<file path="src/rtl/pipe_skid_reg.sv">
// Elastic pipeline-stage register with a one-entry skid buffer, synchronous flush
// and a saturating stall-cycle counter. All outputs come straight from flops.
module pipe_skid_reg #(
    parameter int DATA_W = 96,
    parameter int CNT_W  = 16
) (
    input  logic              clk,
    input  logic              rst_n,
    input  logic              flush,
    input  logic              in_valid,
    output logic              in_ready,
    input  logic [DATA_W-1:0] in_data,
    output logic              out_valid,
    input  logic              out_ready,
    output logic [DATA_W-1:0] out_data,
    output logic [CNT_W-1:0]  stall_cnt
);

    typedef enum logic [1:0] {
        EMPTY = 2'd0,
        BUSY  = 2'd1,
        FULL  = 2'd2
    } state_t;

    state_t            state;
    logic [DATA_W-1:0] skid_data;
    logic              in_fire;
    logic              out_fire;

    function automatic logic [CNT_W-1:0] sat_inc(input logic [CNT_W-1:0] v);
        return (&v) ? v : v + CNT_W'(1);
    endfunction

    assign in_fire  = in_valid && in_ready;
    assign out_fire = out_valid && out_ready;

    // in_ready and out_valid are kept as their own flops, updated alongside state,
    // so neither output is decoded combinationally from the state encoding.
    always_ff @(posedge clk or negedge rst_n) begin
        if (!rst_n) begin
            state     <= EMPTY;
            out_valid <= 1'b0;
            in_ready  <= 1'b1;
            out_data  <= '0;
            skid_data <= '0;
            stall_cnt <= '0;
        end else begin
            if (out_valid && !out_ready)
                stall_cnt <= sat_inc(stall_cnt);

            if (flush) begin
                state     <= EMPTY;
                out_valid <= 1'b0;
                in_ready  <= 1'b1;
                out_data  <= '0;
                skid_data <= '0;
            end else begin
                unique case (state)
                    EMPTY: begin
                        if (in_fire) begin
                            out_data  <= in_data;
                            state     <= BUSY;
                            out_valid <= 1'b1;
                            in_ready  <= 1'b1;
                        end
                    end
                    BUSY: begin
                        if (in_fire && out_fire) begin
                            out_data <= in_data;
                        end else if (in_fire) begin
                            skid_data <= in_data;
                            state     <= FULL;
                            in_ready  <= 1'b0;
                        end else if (out_fire) begin
                            // main keeps the departed word; only validity drops
                            state     <= EMPTY;
                            out_valid <= 1'b0;
                        end
                    end
                    FULL: begin
                        if (out_fire) begin
                            out_data <= skid_data;
                            state    <= BUSY;
                            in_ready <= 1'b1;
                        end
                    end
                    default: begin
                        state     <= EMPTY;
                        out_valid <= 1'b0;
                        in_ready  <= 1'b1;
                    end
                endcase
            end
        end
    end

endmodule

</file>
<file path="config.mk">
export PLATFORM = sky130hd
export DESIGN_NAME = pipe_skid_reg
export DESIGN_NICKNAME = d
export VERILOG_FILES = /design/src/rtl/pipe_skid_reg.sv
export SDC_FILE = /design/constraint.sdc
export NUM_CORES = 1
export LEC_CHECK = 0
export ABC_AREA = 1
export BUFFER_PORTS_ARGS = -buffer_cell sky130_fd_sc_hd__buf_2
export CAP_MARGIN = 20
export CORE_MARGIN = 2
export CORE_UTILIZATION = 56
export CTS_BUF_LIST = sky130_fd_sc_hd__clkbuf_8
export DETAILED_ROUTE_END_ITERATION = 7
export PLACE_DENSITY_LB_ADDON = 0.08
export SYNTH_ARGS = -nofsm -noshare
export SYNTH_HDL_FRONTEND = slang
export SYNTH_SLANG_ARGS = --single-unit
</file>
<file path="constraint.sdc">
create_clock -name clk -period 2 [get_ports clk]
set_input_delay 0 -clock clk [delete_from_list [all_inputs] [get_ports clk]]
set_output_delay 0 -clock clk [all_outputs]
set_load 0.01 [all_outputs]
</file>
Word-level counts from Yosys, hierarchy flattened. Index checks and enable logic that the tools add are counted.

Bits in registers: 212. Bits of input ports: 101. Logic and storage cells: 62.

Add/subtract/negate cells: 1. Equality and inequality tests: 12. Multiplexer cells: 26. Bitwise gates (word level): 1. Reduce and logical (&&, ||, !) cells: 16.

Operators with widths (count): 96-bit 2-to-1 mux (7); 96-bit one-hot mux with 3 select lines (1); 3-bit != test (second input constant) (7); 16-bit by 1-bit adder with 16-bit output (second input constant) (1); 16-bit AND reduction (1); 2-bit 2-to-1 mux (6); 4-bit AND reduction (3); 1-bit 2-to-1 mux (9); 1-bit one-hot mux with 3 select lines (2); 2-bit one-hot mux with 3 select lines (1); 5-bit AND reduction (1); 1-bit logical AND (4); 2-bit != test (second input constant) (2); 4-bit != test (second input constant) (1); 2-bit nonzero test (2); 4-bit nonzero test (1); 3-bit AND reduction (1); 2-bit by 1-bit equality test with 1-bit output (second input constant) (1); 2-bit equality test (second input constant) (1); 2-bit zero test (1); 2-bit AND reduction (1); 1-bit zero test (1); 1-bit NOT (1).

Logic depth before layout (Yosys ltp). Gate-level depths: netlist of the first run.

Word-level depth: 6. Depth in mapped cells: 10. Mapped depth without buffers: 9.

Least setup slack after synthesis of the first run. No wires, ideal clock.

Path kind: flip-flop to flip-flop. From: reg state[1]. To: reg skid_data[84]. Library setup time: 130 ps. Arrival: 1477 ps. Required time: 1870 ps. Setup slack: 393 ps. Stages on the path, launching flop included: 10. Clock period less this slack: 1607 ps. Path through: dfrtp_1 > inv_1 > ha_1 > inv_1 > nor3_4 > inv_2 > buf_4 > buf_2 > nand3_1 > o21ai_1.

Cells in the longest elaborated chain, start to end: 3.

RTL lines: start, declared (line 25) `state_t state;`; start signal, assigned (line 41) `state <= EMPTY;`; start signal, assigned (line 52) `state <= EMPTY;`; start signal, assigned (line 62) `state <= BUSY;`; 2-bit by 1-bit equality test with 1-bit output (line 58) `unique case (state)`; 2-bit nonzero test (no source line); 3-bit AND reduction (no source line); end signal, assigned (line 71) `skid_data <= in_data;`; end, declared (line 26) `logic [DATA_W-1:0] skid_data;`.

Every way passes these cells. A chain may end at the register's enable or synchronous reset.

Worst setup path after layout of the first run.
From: reg state[0]. To: reg out_data[30].

Cells in the longest elaborated chain, start to end: 3. Elaborated cells between the ends (all ways): 10. Those cells by class: eq/ne: 5; mux: 2; reduce/logical: 3.

RTL lines: 2-bit by 1-bit equality test with 1-bit output, or another cell as far along (line 58); 3-bit != test (no source line), or another cell as far along; 4-bit AND reduction (no source line) / 96-bit 2-to-1 mux (equally long branches); end signal, assigned (line 61) `out_data <= in_data;`; end signal, assigned (line 69) `out_data <= in_data;`; end signal, assigned (line 82) `out_data <= skid_data;`; end, declared (line 15) `output logic [DATA_W-1:0] out_data,`.

Parallel ways exist; a longest one is shown, timed or not.

==> flow_summary.json, run 1 <==
{
  "status": "complete, no violations",
  "chipHeight_um": 135,
  "viasPerCell": 5.37,
  "io_buffers": 214,
  "gp_congestion": 0.834,
  "hold_viol": 0,
  "p_switching_mw": 5.83,
  "worstMarginPinSlew_ns": 0.612,
  "worstHoldPathType": "input port to asynchronous set/reset pin",
  "p_per_area_nw_per_um2": 1220,
  "syn_area_um2": 9570,
  "drc": 0,
  "grt_util_all_layers": 0.286,
  "critPathCapture": "out_data[30]$_DFFE_PN0P_",
  "antenna_found_initial": 0,
  "synthTopCellsByArea": "dfrtp_1 (55%), nand2_1 (12%), o21ai_1 (7.3%), o21ai_0 (6.4%), nand3_1 (5.6%)",
  "max_slew_margin": 0.592,
  "wl_um": 25800,
  "timing.rr.start": "state[0]$_DFFE_PN0P_",
  "root_buffer": "clkbuf_8",
  "drt-pass1-iter-count": 5,
  "nets": 1560,
  "pwr-share-comb": 0.350,
  "synth_top_area_frac": 0.552,
  "skew_ns": 0.0111,
  "overflow": 0,
  "power.share.sequential": 0.409,
  "period_minus_slack_ns": 1.85,
  "start_util": 0.575,
  "r2r_end": "out_data[30]$_DFFE_PN0P_",
  "synthDistinctLibCells": 23,
  "die_w_um": 135,
  "routed-via-count": 9106,
  "die_area_um2": 18100,
  "ff2ff_path_depth": 9,
  "met1_length_um": 11400,
  "cp-end-kind": "register",
  "critPathKind": "register to register",
  "antenna_left": 0,
  "yosys_warnings": 0,
  "synth_area_leader_cell": "dfrtp_1",
  "critPathArrivalTime_ns": 2.27,
  "cp_max_fo": 38,
  "finalPower_mw": 15.6,
  "dp_hpwl_um": 14800,
  "cp.required_ns": 2.41,
  "max-cap-violations": 0,
  "drt-initial-drc-count": 723,
  "routedWlPerCell_um": 15.2,
  "clock_sinks": 212,
  "p_sw_frac": 0.375,
  "max_freq_ghz": 0.540,
  "syn_inst": 1143,
  "ir_drop_mv": 0.787,
  "p_leak_nw": 6.34,
  "start_kind": "register",
  "cts_tree": "built",
  "antenna-diode-count": 0,
  "syn_avg_cell_area_um2": 8.37,
  "holdWs_ns": 0.00256,
  "startpoint": "state[0]$_DFFE_PN0P_",
  "insertion_delay_ns": 0.51,
  "grt_max_degree": 130,
  "fin_crit_sh": 0.925,
  "wl_met3_um": 1910,
  "top_layer": "met4",
  "num_rows": 47,
  "pwr-share-clk": 0.241,
  "synth_seq_area_share": 0.555,
  "numCtsBuffers": 37,
  "r2r_setup_slack_ns": 0.15,
  "setup_violations": 0,
  "syn_nets": 1249,
  "ioPinCount": 215,
  "coreArea_um2": 16600,
  "slew_viol_final": 0,
  "syn_to_final_growth_pct": 33.5,
  "path_clk_slew_ns": 0.06,
  "h-tree-depth": 2,
  "grt_pass1_wl_um": 42500,
  "grt_pass1_vias": 8627,
  "p_int_mw": 9.72,
  "clockBufferDepth": 3,
  "met2_length_um": 11700,
  "drive_above_1_share": 0.204,
  "synth_seq_cells": 212
}
==> per-stage QoR <==
stage,area (um^2),TNS (ns),setup slack [ns],util,cells
final,12800,0,0.149,0.767,1697
after global routing,12800,-0.0403,-0.0174,0.767,1697
after CTS,12700,0,0.0394,0.763,1694
after detailed placement,10900,0,0.0741,0.653,1518
after global placement,10900,0,0.172,0.653,1518
after floorplan,9570,0,0.393,-,1143
==> kinds of logic (layout without fill, tap and decap cells) <==
| family | after synthesis | count (layout) | share of synthesized area |
|---|---|---|---|
| adders and majority gates | 5 | 5 | 0.00654 |
| DFF | 212 | 212 | 0.555 |
| AOI/OAI and AO/OA | 299 | 299 | 0.161 |
| xor gates and xnor gates | 8 | 8 | 0.00733 |
| and+or+nand+nor | 479 | 479 | 0.207 |
| buffers and inverters | 140 | 474 | 0.0636 |
==> worst min-delay path by stage <==
stage          cells after the start  start                       end
2_1_floorplan                      0  rst_n   out_data[0]$_DFFE_PN0P_
3_5_place_dp                       1  rst_n  stall_cnt[4]$_DFFE_PN0P_
3_3_place_gp                       1  rst_n  stall_cnt[6]$_DFFE_PN0P_
4_1_cts                            2  rst_n  stall_cnt[8]$_DFFE_PN0P_
5_1_grt                            2  rst_n  stall_cnt[8]$_DFFE_PN0P_
6_report                           2  rst_n  stall_cnt[6]$_DFFE_PN0P_
==> layout make-up <==
type | instances | area [um^2]
multi-input cells | 791 | 3680
inverters | 57 | 221
flip-flops and latches | 212 | 5310
clock inverters | 16 | 63.8
clock buffers | 46 | 633
fillers | 1240 | 3870
repair buffers | 355 | 2590
well taps | 220 | 275
==> cell usage in the layout (no fill, tap or decap), types with 2 or more instances in the layout <==
master | synthesis | final
nand4_1 | 8 | 8
ha_1 | 5 | 4
buf_12 | 0 | 10
a31oi_1 | 34 | 34
clkbuf_8 | 0 | 47
o21ai_1 | 139 | 139
buf_4 | 6 | 15
buf_2 | 42 | 213
inv_1 | 53 | 68
nand2_1 | 302 | 301
a21oi_2 | 0 | 2
nand3_1 | 107 | 107
nor2_1 | 56 | 56
xnor2_1 | 8 | 8
nand2_2 | 3 | 2
dlygate4sd3_1 | 0 | 114
o21ai_0 | 123 | 123
inv_2 | 4 | 2
dfrtp_1 | 211 | 211
==> flip-flops by register name (all words and copies together), names as in the netlist <==
signal,cells
in_ready,1
out_data,96
out_valid,1
skid_data,96
stall_cnt,16
state,2
==> synthesized netlist by cell type <==
master and count:
ha_1 5, nor2_1 56, nand2_2 3, buf_4 6, nand2_1 302, buf_1 3, inv_1 53, xnor2_1 8
nand3_2 1, a31oi_1 34, nor3_1 1, buf_2 42, dfrtp_1 211, o21ai_0 123, clkbuf_1 31, inv_2 4
nand3_1 107, nor3_4 1, dfstp_2 1, buf_6 1, a21oi_1 3, o21ai_1 139, nand4_1 8
==> power by group through the flow <==
stage	registers (mW)	logic (mW)	clock network, mW
2_1_floorplan	6.75	2.54	0
3_3_place_gp	6.35	4.94	0
6_report	6.36	5.44	3.76
4_1_cts	6.32	5.22	3.83
3_5_place_dp	6.36	5.04	0
5_1_grt	6.49	6.02	4.04
==> critical path, stage by stage, from the launching register on <==
cell,delay [ns]
dfrtp_1,0.43
inv_1,0.11
ha_2,0.23
nand3_1,0.09
nand2_1,0.16
inv_1,0.14
nand2_8,0.19
buf_12,0.22
nand2_1,0.08
o21ai_0,0.09
==> repair_timing <==
item                                   CTS  global route
gates resized for setup                  0             5
endpoints found under the hold margin  410             0
buffers inserted                         0             2
hold buffers                           114             0
setup endpoints to repair                0            94
==> routing by layer <==
| metal | GRT usage | vias up |
|---|---|---|
| met2 | 0.442 | 372 |
| li1 | - | 4439 |
| met5 | 0 | - |
| met1 | 0.408 | 4233 |
| met4 | 0.105 | 0 |
| met3 | 0.0522 | 62 |
No activity file was read; power rests on OpenSTA's default activity.
==> inputs of run 2 (changes only) <==
--- a/config.mk
+++ b/config.mk
@@ -9,9 +9,10 @@
 export BUFFER_PORTS_ARGS = -buffer_cell sky130_fd_sc_hd__buf_2
 export CAP_MARGIN = 20
 export CORE_MARGIN = 2
-export CORE_UTILIZATION = 56
+export CORE_UTILIZATION = 40
 export CTS_BUF_LIST = sky130_fd_sc_hd__clkbuf_8
 export DETAILED_ROUTE_END_ITERATION = 7
+export MAX_ROUTING_LAYER = met4
 export PLACE_DENSITY_LB_ADDON = 0.08
 export SYNTH_ARGS = -nofsm -noshare
 export SYNTH_HDL_FRONTEND = slang
==> run 2 against run 1 <==
  * Die area up 39%
  * Clock-buffer cell count increased by 3
  * Critical path depth did not move
  * Utilization down 22 points
  * Power grew 0.73%
  * Largest power group unchanged
  * Highest routed layer unchanged
==> flow_summary.json, run 2 (synthesized netlist as in run 1, its figures left out) <==
{
  "status": "complete, no violations",
  "grt_util_all_layers": 0.216,
  "insertion_delay_ns": 0.52,
  "path_clk_slew_ns": 0.06,
  "antenna_found_initial": 1,
  "worstMarginPinSlew_ns": 0.940,
  "grt_max_degree": 147,
  "p_leak_nw": 6.35,
  "wl_um": 26600,
  "cpPeakStageDelay_ns": 0.39,
  "io_buffers": 214,
  "crit_top_cell": "inv_1",
  "hold_viol": 0,
  "slew_viol_final": 0,
  "crit_slowest_cell": "dfrtp_1",
  "critPathArrivalTime_ns": 2.21,
  "chipHeight_um": 159,
  "ioPinCount": 215,
  "clockBufferDepth": 3,
  "numCtsBuffers": 40,
  "dp_hpwl_um": 16200,
  "antenna_left": 0,
  "final_common_cell": "nand2_1",
  "finalInstanceArea_um2": 12900,
  "drt-pass1-iter-count": 5,
  "worstHoldPathType": "input port to asynchronous set/reset pin",
  "die_area_um2": 25200,
  "nets": 1548,
  "ir_drop_mv": 0.562,
  "routedWlPerCell_um": 14.9,
  "start_kind": "register",
  "place_area_um2": 11100,
  "period_minus_slack_ns": 1.82,
  "drive_above_1_share": 0.209,
  "fillers": 2240,
  "finalPower_mw": 15.7,
  "syn_to_final_growth_pct": 34.5,
  "drc": 0,
  "max-cap-violations": 0,
  "skew_ns": 0.0112,
  "h-tree-depth": 2,
  "path_buf_inv": 3,
  "detailedPlace.worstSlack_ns": 0.146,
  "critPathKind": "register to register",
  "grt_pass1_vias": 8368,
  "top_regs": "out_data: 96 flops, skid_data: 96 flops, stall_cnt: 16 flops",
  "grt_pass1_wl_um": 42200,
  "cts_tree": "built",
  "multi_input_area_um2": 3680,
  "fin_util": 0.548,
  "worst_slack_ns": 0.177,
  "cp_max_fo": 43,
  "regArea_um2": 5310,
  "tns_ns": 0,
  "gp_congestion": 0.781,
  "start_util": 0.408,
  "overflow": 0,
  "final_cell_mix": "nand2_1 (301), buf_2 (213), dfrtp_1 (211), o21ai_1 (139), o21ai_0 (123)",
  "setup_violations": 0,
  "fin_crit_sh": 0.912,
  "cp.required_ns": 2.39,
  "clock_sinks": 212,
  "die_w_um": 159,
  "routed-via-count": 8755,
  "cp-end-kind": "register",
  "num_rows": 56,
  "root_buffer": "clkbuf_8",
  "max_slew_margin": 0.373,
  "crit_family": "buffers and inverters",
  "p_per_area_nw_per_um2": 1220,
  "max_freq_ghz": 0.549,
  "coreArea_um2": 23500,
  "cp_cell_sequence": "inv_1 -> ha_1 -> inv_1 -> nor2_1 -> a21oi_2 -> nand2_8 -> buf_16 -> nand2_1 -> o21ai_0",
  "viasPerCell": 4.90,
  "drt-initial-drc-count": 496
}
==> run 2: path summary, 6_finish.rpt <==
check / start / end / slack (ns) / cells after the start
hold reg to reg: out_data[21]$_DFFE_PN0P_ / out_data[21]$_DFFE_PN0P_ / 0.48 / 2
setup reg to reg: state[1]$_DFFE_PN0P_ / out_data[29]$_DFFE_PN0P_ / 0.18 / 9
hold / removal: rst_n / stall_cnt[13]$_DFFE_PN0P_ / 0.09 / 3
max in group asynchronous: rst_n / out_data[50]$_DFFE_PN0P_ / 1.57 / 3
setup / recovery: state[1]$_DFFE_PN0P_ / out_data[29]$_DFFE_PN0P_ / 0.18 / 9
min in group clk: in_data[57] / skid_data[57]$_DFFE_PN0P_ / 0.27 / 4
==> run 2: routing by layer <==
metal,wire [um],share of wire,track usage,vias up
li1,-,-,-,4418
met1,12500,0.47,0.293,4081
met2,12000,0.45,0.329,225
met3,1680,0.063,0.0457,31
met4,429,0.016,0.0605,0
met5,0,0,-,-
==> run 2: repair_timing <==
action | in CTS | in global routing
setup buffers | 0 | 0
hold buffers | 101 | 0
hold endpoints to repair | 410 | 0
setup endpoints to repair | 0 | 58
gates resized for setup | 0 | 4
==> run 2: area by class of cell <==
class                      count  share of cell area
tap                          319              0.0310
multi-input combinational    791               0.286
sequential                   212               0.413
antenna                        1            0.000195
clock buffer                  49              0.0524
clock inverter                18             0.00564
timing repair buffer         340               0.195
inverter                      57              0.0172
==> run 2: worst reg2reg max path, delay by kind of cell, from the launching register on <==
kind	cells	cell delay (ns)
fa+ha+maj	1	0.17
simple gates	3	0.39
buf+inv	3	0.41
flops	1	0.39
compound gates	2	0.34
==> run 2: power breakdown <==
part | leakage [nW] | switching [mW] | total [mW] | internal, mW
sequential | 2.84 | 0.730 | 6.31 | 5.58
clock | 0.443 | 1.78 | 3.97 | 2.19
combinational | 3.07 | 3.32 | 5.38 | 2.07
total | 6.35 | 5.83 | 15.7 | 9.83
==> run 2: through the flow <==
step | hold WS, ns | instances
2_1_floorplan | -0.296 | 1143
3_3_place_gp | -0.0891 | 1618
3_5_place_dp | -0.0898 | 1618
4_1_cts | 0.0663 | 1786
5_1_grt | 0.104 | 1787
6_report | 0.0932 | 1787
==> inputs of run 3 (changes only) <==
--- a/config.mk
+++ b/config.mk
@@ -8,12 +8,10 @@
 export ABC_AREA = 1
 export BUFFER_PORTS_ARGS = -buffer_cell sky130_fd_sc_hd__buf_2
 export CAP_MARGIN = 20
-export CORE_MARGIN = 2
 export CORE_UTILIZATION = 40
-export CTS_BUF_LIST = sky130_fd_sc_hd__clkbuf_8
+export CTS_BUF_LIST = sky130_fd_sc_hd__clkbuf_4 sky130_fd_sc_hd__clkbuf_8
 export DETAILED_ROUTE_END_ITERATION = 7
 export MAX_ROUTING_LAYER = met4
-export PLACE_DENSITY_LB_ADDON = 0.08
 export SYNTH_ARGS = -nofsm -noshare
 export SYNTH_HDL_FRONTEND = slang
 export SYNTH_SLANG_ARGS = --single-unit
==> run 3 against run 2 <==
  * Clock skew up 0.0093 ns
  * Register-to-register slack worse by 0.04 ns
  * Highest routed layer unchanged
  * Clock power up 4%
  * Hold slack worse by 0.069 ns
  * Flip-flop and latch count unchanged
  * Sequential power about the same
  * Fmax down 2.3%
  * Die area down 2.5%
  * Largest power group unchanged
==> flow_summary.json, run 3 (synthesized netlist as in run 1, its figures left out) <==
{
  "gp_congestion": 0.822,
  "rsz0062_at_grt": "no",
  "fillers": 2199,
  "final_cell_mix": "nand2_1 (301), buf_2 (213), dfrtp_1 (211), o21ai_1 (139), o21ai_0 (123)",
  "drc": 0,
  "critPathArrivalTime_ns": 2.30,
  "worstHoldPathType": "input port to asynchronous set/reset pin",
  "skew_ns": 0.0205,
  "dp_hpwl_um": 15800,
  "nets": 1552,
  "clock_sinks": 212,
  "die_w_um": 157,
  "top_regs": "out_data: 96 flops, skid_data: 96 flops, stall_cnt: 16 flops",
  "overflow": 0,
  "holdWs_ns": 0.0242,
  "grt_pass1_vias": 8555,
  "final_common_cell": "nand2_1",
  "antenna_found_initial": 2,
  "antenna_left": 0,
  "drive_above_1_share": 0.216,
  "drt-pass1-iter-count": 5,
  "stdcell_count": 1791,
  "routedWlPerCell_um": 14.6,
  "tns_ns": 0,
  "io_buffers": 214,
  "insertion_delay_ns": 0.53,
  "start_util": 0.408,
  "setup_violations": 0,
  "numCtsBuffers": 39,
  "grt_pass1_wl_um": 42700,
  "coreArea_um2": 23500,
  "max_slew_margin": 0.636,
  "place_inst": 1617,
  "grt_max_degree": 82,
  "ir_drop_mv": 0.610,
  "period_minus_slack_ns": 1.87,
  "cp.required_ns": 2.44,
  "num_rows": 56,
  "status": "complete, no violations",
  "path_clk_slew_ns": 0.06,
  "cp_max_fo": 5,
  "p_per_area_nw_per_um2": 1210,
  "critPathKind": "register to register",
  "start_kind": "register",
  "cts_tree": "built",
  "cp-end-kind": "register",
  "fin_crit_sh": 0.933,
  "worstMarginPinSlew_ns": 0.546,
  "hold_viol": 0,
  "grt_util_all_layers": 0.223,
  "ff2ff_path_depth": 9,
  "p_leak_nw": 6.30,
  "syn_to_final_growth_pct": 34.5,
  "ioPinCount": 215,
  "viasPerCell": 4.94,
  "chipHeight_um": 157,
  "clockBufferDepth": 3,
  "max-cap-violations": 0,
  "root_buffer": "clkbuf_8",
  "wl_um": 26200,
  "routed-via-count": 8849,
  "slew_viol_final": 0,
  "drt-initial-drc-count": 520,
  "h-tree-depth": 2,
  "max_freq_ghz": 0.536,
  "die_area_um2": 24500
}
-- run 3: timing repair --
| item | 4_1_cts | 5_1_grt |
|---|---|---|
| endpoints found under the setup margin | 0 | 32 |
| gates resized for setup | 0 | 6 |
| setup buffers | 0 | 1 |
| hold buffers | 106 | 0 |
| hold endpoints to repair | 410 | 0 |
-- run 3: layer usage --
layer  global-route usage  vias to the layer above  share of wire
li1                     -                     4447              -
met1                0.300                     4093           0.46
met2                0.346                      272           0.46
met3               0.0385                       37          0.062
met4               0.0654                        0          0.015
met5                    -                        -              0
-- run 3: path summary, 6_finish.rpt --
kind	start	end	slack, ns
min reg2reg	out_data[23]$_DFFE_PN0P_	out_data[23]$_DFFE_PN0P_	0.48
min in group clk	in_data[65]	skid_data[65]$_DFFE_PN0P_	0.29
max reg2reg	state[0]$_DFFE_PN0P_	in_ready$_DFFE_PN1P_	0.13
min	rst_n	stall_cnt[7]$_DFFE_PN0P_	0.02
max	state[0]$_DFFE_PN0P_	in_ready$_DFFE_PN1P_	0.13
max in group asynchronous	rst_n	out_data[47]$_DFFE_PN0P_	1.20
-- run 3: worst max-delay path: stages, from the launching register on --
cell and delay (ns):
dfrtp_1 0.40, inv_1 0.08, ha_1 0.24, nand3_2 0.09, nand2_1 0.13, inv_2 0.12, nand3_1 0.07, nand2_1 0.05
o21ai_0 0.06, dlygate4sd3_1 0.56
-- run 3: area by class of cell --
class | instances | area, um^2 | area share
antenna | 3 | 7.51 | 0.000584
clock inverter | 3 | 17.5 | 0.00136
multi-input combinational | 791 | 3670 | 0.286
inverter | 57 | 224 | 0.0174
timing repair buffer | 345 | 2480 | 0.193
tap | 319 | 399 | 0.0310
sequential | 212 | 5310 | 0.413
clock buffer | 61 | 752 | 0.0585
-- run 3: per-stage QoR --
stage	setup slack [ns]	instance area, um^2	utilization	power [mW]
2_1_floorplan	0.393	9570	-	9.29
3_3_place_gp	0.176	11000	0.469	11.3
3_5_place_dp	0.114	11000	0.469	11.4
4_1_cts	0.0416	12800	0.547	15.8
5_1_grt	0.0227	12900	0.548	16.7
6_report	0.134	12900	0.548	15.6
-- run 3: where the power goes --
group          leakage [nW]  switching (mW)  internal [mW]  total (mW)
logic                  3.05            3.25           1.95        5.20
clock network         0.410            1.76           2.37        4.12
registers              2.84           0.728           5.58        6.31
total                  6.30            5.73           9.89        15.6
